[config.mk]
export PLATFORM = sky130hd
export DESIGN_NAME = pipe_ctrl_flat
export DESIGN_NICKNAME = d
export VERILOG_FILES = /design/src/rtl/pipe_pkg.sv /design/src/rtl/pipe_ctrl_if.sv /design/src/rtl/pipe_ctrl_sat_counter.sv /design/src/rtl/pipe_ctrl.sv /design/src/flat_wrapper.sv
export SDC_FILE = /design/constraint.sdc
export NUM_CORES = 1
export LEC_CHECK = 0
export BUFFER_PORTS_ARGS = -buffer_cell sky130_fd_sc_hd__buf_2
export CORE_ASPECT_RATIO = 0.5
export CORE_MARGIN = 2
export CORE_UTILIZATION = 53
export CTS_CLUSTER_DIAMETER = 40
export DETAILED_ROUTE_END_ITERATION = 8
export GPL_TIMING_DRIVEN = 0
export PLACE_DENSITY = 0.79
export SYNTH_ARGS = -nofsm -noshare
export SYNTH_HDL_FRONTEND = slang
export SYNTH_SLANG_ARGS = --single-unit
[constraint.sdc]
create_clock -name clk -period 3.3 [get_ports clk]
set_input_delay 0.165 -clock clk [delete_from_list [all_inputs] [get_ports clk]]
set_output_delay 0.165 -clock clk [all_outputs]
set_load 0.1 [all_outputs]
[src/rtl/pipe_pkg.sv]
// Shared definitions for the pipeline sequencer.
// Holds the op_type / load op_spec encodings, stage bit positions, the
// stage enable/flush patterns used by the sequencer, the sequencer state
// enum and a helper that recognises load instructions.
package pipe_pkg;

  // op_type encodings
  localparam logic [3:0] OP_MATH   = 4'd0;
  localparam logic [3:0] OP_LDST   = 4'd1;
  localparam logic [3:0] OP_BRANCH = 4'd2;
  localparam logic [3:0] OP_JAL    = 4'd3;
  localparam logic [3:0] OP_UPPER  = 4'd4;

  // op_spec encodings of the loads inside OP_LDST; stores sit above SPEC_LHU
  localparam logic [4:0] SPEC_LB  = 5'd0;
  localparam logic [4:0] SPEC_LH  = 5'd1;
  localparam logic [4:0] SPEC_LW  = 5'd2;
  localparam logic [4:0] SPEC_LBU = 5'd3;
  localparam logic [4:0] SPEC_LHU = 5'd4;

  // stage bit positions inside stage_en / stage_flush
  localparam int STG_IF  = 0;
  localparam int STG_ID  = 1;
  localparam int STG_EX  = 2;
  localparam int STG_MEM = 3;
  localparam int STG_WB  = 4;

  // enable / flush patterns
  localparam logic [4:0] STG_ALL  = 5'b11111;
  localparam logic [4:0] STG_NONE = 5'b00000;
  // everything upstream of writeback is wrong-path after a taken jump
  localparam logic [4:0] FL_JUMP  = STG_ALL & ~(5'b1 << STG_WB);
  // load-use: fetch and decode hold, execute receives a bubble
  localparam logic [4:0] EN_LU    = STG_ALL & ~(5'b1 << STG_IF) & ~(5'b1 << STG_ID);
  localparam logic [4:0] FL_LU    = 5'b1 << STG_EX;

  typedef enum logic [1:0] {
    RST_FL   = 2'd0,
    RUN      = 2'd1,
    MEM_WAIT = 2'd2
  } state_e;

  function automatic logic is_load(input logic [3:0] op_type, input logic [4:0] op_spec);
    return (op_type == OP_LDST) && (op_spec <= SPEC_LHU);
  endfunction

endpackage

[src/rtl/pipe_ctrl_if.sv]
// Bundle of the sequencer's pipeline-facing signals.
// slave  : the sequencer (receives hazard/jump/memory status, drives
//          stage enables, flushes, error flag and perf counters)
// master : the pipeline side (drives status, observes controls)
interface pipe_ctrl_if #(
  parameter int CNT_W = 32
);
  logic [4:0]       dec_rs1_ind;
  logic [4:0]       dec_rs2_ind;
  logic             dec_rs1_use;
  logic             dec_rs2_use;
  logic [3:0]       ex_op_type;
  logic [4:0]       ex_op_spec;
  logic [4:0]       ex_rd_ind;
  logic             jmp_take;
  logic             mem_req;
  logic             mem_ack;
  logic [4:0]       stage_en;
  logic [4:0]       stage_flush;
  logic             mem_err;
  logic [CNT_W-1:0] stall_cnt;
  logic [CNT_W-1:0] flush_cnt;

  modport slave (
    input  dec_rs1_ind, dec_rs2_ind, dec_rs1_use, dec_rs2_use,
    input  ex_op_type, ex_op_spec, ex_rd_ind,
    input  jmp_take, mem_req, mem_ack,
    output stage_en, stage_flush, mem_err, stall_cnt, flush_cnt
  );

  modport master (
    output dec_rs1_ind, dec_rs2_ind, dec_rs1_use, dec_rs2_use,
    output ex_op_type, ex_op_spec, ex_rd_ind,
    output jmp_take, mem_req, mem_ack,
    input  stage_en, stage_flush, mem_err, stall_cnt, flush_cnt
  );
endinterface

[src/rtl/pipe_ctrl_sat_counter.sv]
// Saturating up-counter used for performance statistics.
// Ports: clk, clear (synchronous, highest priority), inc (count one event),
//        count (current value, sticks at all-ones).
module sat_counter #(
  parameter int W = 32
) (
  input  logic         clk,
  input  logic         clear,
  input  logic         inc,
  output logic [W-1:0] count
);

  logic [W-1:0] count_q;
  logic [W-1:0] count_d;

  always_comb begin
    count_d = count_q;
    if (inc && (count_q != '1)) begin
      count_d = count_q + 1'b1;
    end
  end

  always_ff @(posedge clk) begin
    if (clear) begin
      count_q <= '0;
    end else begin
      count_q <= count_d;
    end
  end

  assign count = count_q;

endmodule

[src/rtl/pipe_ctrl.sv]
// Central sequencer of the five-stage pipeline.
// Ports: clk, rst_n (synchronous, active-low), bus (pipe_ctrl_if.slave):
//   decode operand indices/uses, execute op/rd, writeback jmp_take, memory
//   req/ack in; per-stage enable/flush, sticky mem_err and the stall/flush
//   performance counters out.
// Stage controls are combinational from the registered state and the
// current inputs so every decision takes effect in the same cycle.
module pipe_ctrl
  import pipe_pkg::*;
#(
  parameter int RST_FLUSH_CYC = 2,
  parameter int MEM_TIMEOUT   = 64,
  parameter int CNT_W         = 32
) (
  input  logic        clk,
  input  logic        rst_n,
  pipe_ctrl_if.slave  bus
);

  localparam int WAIT_W = $clog2(MEM_TIMEOUT + 1);

  state_e              state_q, state_d;
  logic [3:0]          scrub_q, scrub_d;
  logic [WAIT_W-1:0]   wait_q, wait_d;
  logic                mem_err_q, mem_err_d;

  logic                load_use;
  logic                resolve;
  logic                abort;
  logic                jump_evt;
  logic [4:0]          en;
  logic [4:0]          fl;
  logic                stall_inc;
  logic                flush_inc;
  logic [CNT_W-1:0]    stall_cnt;
  logic [CNT_W-1:0]    flush_cnt;

  // rd==x0 never creates a dependency
  assign load_use = is_load(bus.ex_op_type, bus.ex_op_spec) && (bus.ex_rd_ind != 5'd0) &&
                    ((bus.dec_rs1_use && (bus.dec_rs1_ind == bus.ex_rd_ind)) ||
                     (bus.dec_rs2_use && (bus.dec_rs2_ind == bus.ex_rd_ind)));

  always_comb begin
    state_d   = state_q;
    scrub_d   = scrub_q;
    wait_d    = wait_q;
    mem_err_d = mem_err_q;
    resolve   = 1'b0;
    abort     = 1'b0;
    jump_evt  = 1'b0;
    en        = STG_ALL;
    fl        = STG_NONE;

    case (state_q)
      RST_FL: begin
        en = STG_ALL;
        fl = STG_ALL;
        if (scrub_q == 4'(RST_FLUSH_CYC - 1)) begin
          state_d = RUN;
        end else begin
          scrub_d = scrub_q + 1'b1;
        end
      end
      RUN: begin
        if (bus.mem_req && !bus.mem_ack) begin
          en      = STG_NONE;
          fl      = STG_NONE;
          state_d = MEM_WAIT;
          wait_d  = WAIT_W'(1);
        end else begin
          resolve = 1'b1;
        end
      end
      MEM_WAIT: begin
        // An ack on the timeout cycle wins: the access completed normally.
        if (bus.mem_ack) begin
          resolve = 1'b1;
          state_d = RUN;
        end else if (wait_q == WAIT_W'(MEM_TIMEOUT)) begin
          resolve   = 1'b1;
          abort     = 1'b1;
          mem_err_d = 1'b1;
          state_d   = RUN;
        end else begin
          // jmp_take is held stable by the frozen writeback stage and is
          // acted on once the pipe moves again.
          en     = STG_NONE;
          fl     = STG_NONE;
          wait_d = wait_q + 1'b1;
        end
      end
      default: begin
        state_d = RST_FL;
        en      = STG_NONE;
        fl      = STG_ALL;
      end
    endcase

    if (resolve) begin
      if (bus.jmp_take) begin
        en       = STG_ALL;
        fl       = FL_JUMP;
        jump_evt = 1'b1;
      end else if (load_use) begin
        en = EN_LU;
        fl = FL_LU;
      end else begin
        en = STG_ALL;
        fl = STG_NONE;
      end
      // Aborted access: drop everything the pipe was holding.
      if (abort) begin
        en = STG_ALL;
        fl = FL_JUMP;
      end
    end

    if (!rst_n) begin
      en = STG_NONE;
      fl = STG_ALL;
    end
  end

  assign stall_inc = (state_q != RST_FL) && (en != STG_ALL);
  assign flush_inc = jump_evt;

  always_ff @(posedge clk) begin
    if (!rst_n) begin
      state_q   <= RST_FL;
      scrub_q   <= 4'd0;
      wait_q    <= '0;
      mem_err_q <= 1'b0;
    end else begin
      state_q   <= state_d;
      scrub_q   <= scrub_d;
      wait_q    <= wait_d;
      mem_err_q <= mem_err_d;
    end
  end

  sat_counter #(.W(CNT_W)) u_stall_cnt (
    .clk   (clk),
    .clear (!rst_n),
    .inc   (stall_inc),
    .count (stall_cnt)
  );

  sat_counter #(.W(CNT_W)) u_flush_cnt (
    .clk   (clk),
    .clear (!rst_n),
    .inc   (flush_inc),
    .count (flush_cnt)
  );

  assign bus.stage_en    = en;
  assign bus.stage_flush = fl;
  assign bus.mem_err     = mem_err_q;
  assign bus.stall_cnt   = stall_cnt;
  assign bus.flush_cnt   = flush_cnt;

endmodule

[src/flat_wrapper.sv]
// flat-port wrapper written by rule: the top's interface ports become plain ports
module pipe_ctrl_flat import pipe_pkg::*;
#(
  parameter int RST_FLUSH_CYC = 2,
  parameter int MEM_TIMEOUT   = 64,
  parameter int CNT_W         = 32
)
  (clk, rst_n, bus_dec_rs1_ind, bus_dec_rs2_ind, bus_dec_rs1_use, bus_dec_rs2_use, bus_ex_op_type, bus_ex_op_spec, bus_ex_rd_ind, bus_jmp_take, bus_mem_req, bus_mem_ack, bus_stage_en, bus_stage_flush, bus_mem_err, bus_stall_cnt, bus_flush_cnt);
  pipe_ctrl_if #(.CNT_W(CNT_W)) bus_i ();
  input  logic clk;
  input  logic rst_n;
  input wire logic [$bits(bus_i.dec_rs1_ind)-1:0] bus_dec_rs1_ind;
  input wire logic [$bits(bus_i.dec_rs2_ind)-1:0] bus_dec_rs2_ind;
  input wire logic [$bits(bus_i.dec_rs1_use)-1:0] bus_dec_rs1_use;
  input wire logic [$bits(bus_i.dec_rs2_use)-1:0] bus_dec_rs2_use;
  input wire logic [$bits(bus_i.ex_op_type)-1:0] bus_ex_op_type;
  input wire logic [$bits(bus_i.ex_op_spec)-1:0] bus_ex_op_spec;
  input wire logic [$bits(bus_i.ex_rd_ind)-1:0] bus_ex_rd_ind;
  input wire logic [$bits(bus_i.jmp_take)-1:0] bus_jmp_take;
  input wire logic [$bits(bus_i.mem_req)-1:0] bus_mem_req;
  input wire logic [$bits(bus_i.mem_ack)-1:0] bus_mem_ack;
  output wire logic [$bits(bus_i.stage_en)-1:0] bus_stage_en;
  output wire logic [$bits(bus_i.stage_flush)-1:0] bus_stage_flush;
  output wire logic [$bits(bus_i.mem_err)-1:0] bus_mem_err;
  output wire logic [$bits(bus_i.stall_cnt)-1:0] bus_stall_cnt;
  output wire logic [$bits(bus_i.flush_cnt)-1:0] bus_flush_cnt;
  assign bus_i.dec_rs1_ind = bus_dec_rs1_ind;
  assign bus_i.dec_rs2_ind = bus_dec_rs2_ind;
  assign bus_i.dec_rs1_use = bus_dec_rs1_use;
  assign bus_i.dec_rs2_use = bus_dec_rs2_use;
  assign bus_i.ex_op_type = bus_ex_op_type;
  assign bus_i.ex_op_spec = bus_ex_op_spec;
  assign bus_i.ex_rd_ind = bus_ex_rd_ind;
  assign bus_i.jmp_take = bus_jmp_take;
  assign bus_i.mem_req = bus_mem_req;
  assign bus_i.mem_ack = bus_mem_ack;
  assign bus_stage_en = bus_i.stage_en;
  assign bus_stage_flush = bus_i.stage_flush;
  assign bus_mem_err = bus_i.mem_err;
  assign bus_stall_cnt = bus_i.stall_cnt;
  assign bus_flush_cnt = bus_i.flush_cnt;
  pipe_ctrl #(.RST_FLUSH_CYC(RST_FLUSH_CYC), .MEM_TIMEOUT(MEM_TIMEOUT), .CNT_W(CNT_W)) u_core (.clk(clk), .rst_n(rst_n), .bus(bus_i));
endmodule
==> reports/metrics.yaml, run 1 <==
drt:
  dr.first_iter.drc_count: 312
  num_vias: 4496
  antenna_left: 0
  routed_wl_um: 11900
  dr.pass1.iters: 5
  vias_per_cell: 5.88
  drc: 0
  wl_per_cell_um: 15.6
worst_setup_path:
  crit_path_max_fanout: 11
  cp.arrival_ns: 2.95
  crit_family: "buffers and inverters"
  r2r_setup_slack_ns: 0.71
  worst-setup-path-type: "register to output pin"
  r2r_end: "u_core.u_stall_cnt.count[8]"
  critical-path-slowest-cell: "buf_2"
  critPathMaxStageDelay_ns: 0.47
  worst_setup_path_end_kind: "output pin"
  cp.depth: 9
  path_cells: "inv_1 -> ha_1 -> nor2b_1 -> a41o_1 -> a211oi_2 -> a31oi_2 -> buf_6 -> buf_2 -> buf_2"
  start_kind: "register"
  startpoint: "u_core.state_q[0]"
  required_ns: 3.13
  endpoint: "bus_stage_en[0]"
  regToRegStartpoint: "u_core.state_q[0]"
  crit_top_cell: "buf_2"
  path_buf_inv: 4
  reg2reg_depth: 9
synth:
  netlist_instances: 531
  synth_cell_types: 52
  synth-main-ff-cell: "dfxtp_1"
  ys_ff_latch: 78
  yosysTopAreaCellShare: 0.355
  ys_seq_area_frac: 0.355
  synth_area_sq_um: 4400
  yosysWarnings: 0
  synth_edf_count: 0
  syn_nets: 572
  synthTopCellsByArea: "dfxtp_1 35%, xnor2_1 6.2%, nand2_1 4.8%"
  yosysTopAreaCell: "dfxtp_1"
  synthArstFlopShare: 0
  syn_avg_cell_area_sq_um: 8.29
timing:
  tightest_slew_ns: 0.770
  setup_ws_ns: 0.190
  relSlewSlack: 0.483
  period_share: 0.943
  finalSetupViolations: 0
  rsz0062_at_grt: "false"
  hold_violations: 0
  finalCriticalPeriod_ns: 3.11
  slew_violations: 0
  hold_ws_ns: 0.265
  fin_skew_ns: 0.00568
  fmax_mhz: 322
  finalSetupTns_ns: 0
grt:
  antenna_found_initial: 0
  grt_pass1_wl_um: 19000
  grt_busiest_layer: "met2"
  use_met1: 0.336
  met3_usage: 0.0674
  grt_start_max_net_pins: 13
  grt_pass1_vias: 4068
  grtUsageTotal: 0.265
  use_met2: 0.445
  grt_overflow: 0
placement:
  dpl.hpwl_um: 8620
  io_buffers: 105
  pre_cts_ws_ns: 0.476
  place_congestion: 0.849
power_and_ir_drop:
  switchingPower_mw: 1.17
  internal_power_mw: 1.90
  p_per_area_nw_per_um2: 570
  sequentialPowerShare: 0.330
  combPwrFrac: 0.326
  swShare: 0.380
  peakVddDrop_v: 0.000345
  leakagePower_nw: 2.06
  total_power_mw: 3.07
  p_clk_frac: 0.344
clocking:
  clkTransAtPathRegs_ns: 0.06
  cts_num_sinks: 78
  cts_buffer_depth: 2
  cts_tree: "done"
  htree_levels: 3
  postCtsSetupBuffers: 0
  cts_buffers: 9
  cts-root-buf: "clkbuf_16"
  clk_latency_ns: 0.34
floorplan:
  die_h_um: 68.5
  dieWidth_um: 133
  initial_utilization: 0.549
  design.core.area_sq_um: 8030
  dieArea_sq_um: 9100
  rows: 23
  io_pins: 106
status:
  outcome: "complete, no violations"
worst_hold_path:
  hold_depth: 4
  hold_path.class: "input pin to register"
run:
  drv_cap: 0
finish:
  fin_util: 0.671
  layout.nets: 688
  drive_gt1_frac: 0.229
  area_delta_synth_final_pct: 22.4
  antenna_cells: 0
-- power groups by stage --
stage | logic (mW) | clock network, mW | registers (mW)
floorplan | 0.734 | 0 | 1.09
detailed placement | 0.986 | 0 | 1.03
CTS | 0.993 | 1.07 | 1.01
global route | 1.07 | 1.11 | 1.02
global placement | 0.976 | 0 | 1.03
finish | 1.00 | 1.06 | 1.01
-- cell usage in the layout, fill, tap and decap left out, drive strengths merged, types with 2 or more instances in the layout --
cell    instances
a211oi          2
a21oi          23
and2            3
and3            6
and4            9
buf           124
bufinv          2
clkbuf         27
clkinv          2
dfxtp          78
ha             10
inv            13
mux2i          19
nand2          56
nand2b         25
nand3          30
nand4          16
nand4b          2
nor2           42
nor2b           3
nor3           11
nor3b           2
nor4           23
nor4b           4
o211ai          3
o21ai           9
o311ai          8
o31ai          15
o41ai           6
or2             4
or3            11
or4            16
or4b            2
xnor2          31
xor2            5
-- repair_timing --
item                       4_1_cts  5_1_grt
setup endpoints to repair        0        1
hold buffers                     0        0
resized for setup                0        1
-- layout make-up --
type | instances | area (sq um)
plain buffers | 34 | 174
clock buffers | 12 | 246
clock inverters | 4 | 70.1
fillers | 685 | 2640
inverters | 13 | 48.8
multi-input cells | 406 | 2620
flip-flops and latches | 78 | 1560
well taps | 112 | 140
repair buffers | 105 | 528
-- layer usage --
layer  vias up  part of all wire  wire length (um)
met5         -                 0                 0
met4         0             0.014               164
met3        17             0.061               726
met2       137              0.46              5520
met1      2163              0.46              5520
li1       2179                 -                 -
-- Yosys cell counts, types with 11 or more instances --
master / count
or4_1: 16
mux2i_1: 19
a21oi_1: 23
nand2b_1: 25
clkbuf_1: 14
nor4_1: 22
nor2_1: 41
nor3_1: 11
o31ai_1: 15
nand3_1: 30
inv_1: 13
xnor2_1: 31
nand4_1: 15
dfxtp_1: 78
nand2_1: 56
or3_1: 11
-- cells by family (layout without fill, tap and decap cells) --
kind of cell,Yosys count,after routing,share of synthesized area
AO/OA/AOI/OAI,75,75,0.120
AND/OR/NAND/NOR,266,266,0.332
adder cells (fa/ha/maj),10,10,0.0284
buffers and inverters,47,168,0.0506
flip-flops,78,78,0.355
XOR/XNOR,36,36,0.0716
multiplexers,19,19,0.0432
-- metrics by stage --
stage	std cells	area, sq um
after floorplan	531	4400
after global placement	748	5070
after detailed placement	748	5070
after CTS	764	5390
after global routing	764	5390
final	764	5390
-- worst min path at each step --
stage                                   end                         start  slack, ns
6_report                   u_core.wait_q[0]                   bus_mem_req       0.27
5_1_grt                    u_core.wait_q[0]                   bus_mem_req       0.32
4_1_cts                    u_core.wait_q[0]                   bus_mem_req       0.27
3_5_place_dp   u_core.u_stall_cnt.count[13]  u_core.u_stall_cnt.count[13]       0.48
3_3_place_gp   u_core.u_flush_cnt.count[26]  u_core.u_flush_cnt.count[26]       0.47
2_1_floorplan              u_core.wait_q[0]                   bus_mem_req       0.45
-- tightest hold or removal path, cell delays in order --
cell and delay (ns):
buf_2 0.09, nor2b_1 0.05, nor2_1 0.16, a211oi_1 0.09
-- flip-flops by register name (all words and copies together), names as in the netlist --
name / count
u_core.scrub_q: 4
u_core.bus.mem_err: 1
u_core.state_q: 2
u_core.u_stall_cnt.count: 32
u_core.u_flush_cnt.count: 32
u_core.wait_q: 7
Power figures use the tool's default switching activity.
==> run 2: changes to the inputs <==
Settings changed: SYNTH_HIERARCHICAL set to 1.
==> reports/metrics.yaml, run 2 <==
status:
  outcome: "complete, no violations"
finish:
  area_delta_synth_final_pct: 25.9
  final_common_cell: "buf_2"
  fill_cells: 657  # -4.1%
  antenna_cells: 0  # unchanged
  mostFrequentLayoutCells: "111 x buf_2, 75 x dfxtp_1, 50 x a21oi_1"
  drive_gt1_frac: 0.260  # +0.0317
  final_cell_area_sq_um: 5580  # +3.5%
  layout.nets: 698  # +1.5%
synth:
  synth_cell_types: 51  # -1.9%
  yosysTopAreaCell: "dfxtp_1"
  synth.most_common_cell: "dfxtp_1"
  ys_seq_area_frac: 0.353  # -0.00190
  synth_edf_count: 0  # unchanged
  yosysWarnings: 6  # +6
  ys_ff_latch: 78  # unchanged
  synth_area_sq_um: 4430  # +0.54%
  synthTopCellsByArea: "dfxtp_1 35%, a21oi_1 5.7%, xnor2_1 4.5%"
  syn_avg_cell_area_sq_um: 8.29  # about the same
  syn_nets: 576  # +0.70%
  netlist_instances: 534  # +0.56%
  yosysTopAreaCellShare: 0.353  # -0.00190
  synthArstFlopShare: 0  # unchanged
  synthTopCellsByCount: "78 x dfxtp_1, 50 x a21oi_1, 50 x nor2_1, 30 x nand2_1, 28 x nand3_1"
  synth-main-ff-cell: "dfxtp_1"
grt:
  antenna_found_initial: 0  # unchanged
  use_met2: 0.470  # +0.0248
  grt_busiest_layer: "met2"
  grt_pass1_vias: 3953  # -2.8%
  grtUsageTotal: 0.259  # -0.00600
  grt_overflow: 0  # unchanged
  met3_usage: 0.0607  # -0.00673
  grt_pass1_wl_um: 18800  # -1.1%
  use_met1: 0.310  # -0.0263
  grt_start_max_net_pins: 13  # unchanged
clocking:
  cts_num_sinks: 78  # unchanged
  cts_buffer_depth: 2  # unchanged
  cts_buffers: 9  # unchanged
  postCtsHoldBufs: 0  # unchanged
  clkTransAtPathRegs_ns: 0.06  # about the same
  cts-root-buf: "clkbuf_16"
  htree_levels: 3  # unchanged
  clk_latency_ns: 0.34  # about the same
  cts_tree: "done"
worst_setup_path:
  r2r_setup_slack_ns: 0.05  # -0.66 ns
  start_kind: "register"
  required_ns: 3.53  # +0.40 ns
  regToRegStartpoint: "u_core/wait_q[2]"
  reg2reg_depth: 11  # +2
  cp.arrival_ns: 3.48  # +0.53 ns
  worst-setup-path-type: "register to register"
  crit_path_max_fanout: 6  # -5
  startpoint: "u_core/wait_q[2]"
  worst_setup_path_end_kind: "register"
floorplan:
  rows: 23  # unchanged
  dieWidth_um: 133  # +0.26%
  die_h_um: 68.6  # +0.25%
  io_pins: 106  # unchanged
  dieArea_sq_um: 9150  # +0.51%
  design.core.area_sq_um: 8060  # +0.36%
  initial_utilization: 0.550  # +0.000991
timing:
  fmax_mhz: 308  # -4.2%
  finalSetupViolations: 0  # unchanged
  slew_violations: 0  # unchanged
  tightest_slew_ns: 0.875  # +0.105 ns
  relSlewSlack: 0.411  # -0.0711
  setup_ws_ns: 0.0532  # -0.136 ns
  fin_skew_ns: 0.00900  # +0.00332 ns
  hold_violations: 0  # unchanged
  rsz0062_at_grt: "true"
  finalSetupTns_ns: 0  # unchanged
  finalCriticalPeriod_ns: 3.25  # +0.136 ns
  period_share: 0.984  # +0.0414
worst_hold_path:
  hold_depth: 4  # unchanged
  hold_path.class: "input pin to register"
  hp-start: "bus_mem_ack"
placement:
  io_buffers: 105  # unchanged
  pre_cts_ws_ns: -0.354  # -0.830 ns
  dpl.hpwl_um: 8180  # -5.1%
  place_congestion: 0.835  # -1.7%
  dpl-instance-area_sq_um: 5150  # +1.6%
drt:
  num_vias: 4522  # +0.58%
  antenna_left: 0  # unchanged
  routed_wl_um: 11500  # -3.7%
  dr.pass1.iters: 4  # -1
  vias_per_cell: 5.85  # -0.59%
  wl_per_cell_um: 14.9  # -4.8%
  dr.first_iter.drc_count: 219  # -30%
  drc: 0  # unchanged
power_and_ir_drop:
  leakagePower_nw: 2.08  # +1.0%
  peakVddDrop_v: 0.000328  # -4.9%
  total_power_mw: 2.94  # -4.3%
  p_per_area_nw_per_um2: 527  # -7.5%
run:
  drv_cap: 0  # unchanged
-- run 2: changes by cell type after synthesis, sizes merged, moves of 10 or more --
cell,change
or3,+13
nand2b,-19
nand4,+10
o31ai,+10
nor4,-12
o21ai,+11
a21oi,+28
nand2,-26
mux2i,-15
-- run 2: path summary, 6_finish.rpt --
| kind | end |
|---|---|
| setup / recovery | u_core/u_stall_cnt/count[31] |
| hold / removal | u_core/wait_q[0] |
| setup reg to reg | u_core/u_stall_cnt/count[31] |
| hold reg to reg | u_core/bus.mem_err |
-- run 2: repair_timing --
| item | CTS | global route |
|---|---|---|
| resized for setup | 3 | 8 |
| pin swaps | 4 | 4 |
| hold endpoints to repair | 0 | 0 |
| endpoints found under the setup margin | 13 | 15 |
| setup buffers | 4 | 2 |
-- run 2: critical path, cell delays in order, from the launching register on --
cell     delay, ns
dfxtp_2       0.33
or4_4         0.59
nor3_4        0.32
o21ba_4       0.19
a31oi_4       0.11
nor2_4        0.15
nand4_1       0.20
nor4_4        0.31
buf_4         0.19
nand4_1       0.11
nor4_2        0.28
mux2_2        0.37
-- run 2: cells by family (layout without fill, tap and decap cells) --
logic type	count (synthesis)	count (layout)	share of synthesized area
AND/OR/NAND/NOR	245	245	0.318
AO/OA/AOI/OAI	118	118	0.174
flip-flops	78	78	0.353
buffers and inverters	42	169	0.0415
XOR/XNOR	32	32	0.0633
adder cells (fa/ha/maj)	11	11	0.0311
multiplexers	8	8	0.0192
-- run 2: routing by layer --
metal	vias up	part of all wire
met4	0	0.014
met2	148	0.48
met3	14	0.063
li1	2244	-
met1	2116	0.44
met5	-	0
-- run 2: cell type report --
class / instances / area (sq um) / area share
clock inverters: 3 / 65.1 / 0.0117
repair buffers: 111 / 571 / 0.102
well taps: 112 / 140 / 0.0251
inverters: 15 / 56.3 / 0.0101
flip-flops and latches: 78 / 1570 / 0.281
clock buffers: 13 / 270 / 0.0485
multi-input cells: 414 / 2780 / 0.499
plain buffers: 27 / 128 / 0.0229
-- run 2: metrics by stage --
step | utilization | std cells | hold slack [ns]
after floorplan | - | 534 | 0.343
after global placement | 0.639 | 751 | 0.454
after detailed placement | 0.639 | 751 | 0.470
after CTS | 0.687 | 771 | 0.237
after global routing | 0.692 | 773 | 0.270
final | 0.692 | 773 | 0.247
-- run 2: where the power goes --
| part | leakage [nW] | switching, mW | total [mW] | internal [mW] |
|---|---|---|---|---|
| sequential | 0.630 | 0.0350 | 1.01 | 0.973 |
| clock | 0.166 | 0.383 | 1.11 | 0.723 |
| combinational | 1.29 | 0.604 | 0.827 | 0.223 |
| total | 2.08 | 1.02 | 2.94 | 1.92 |
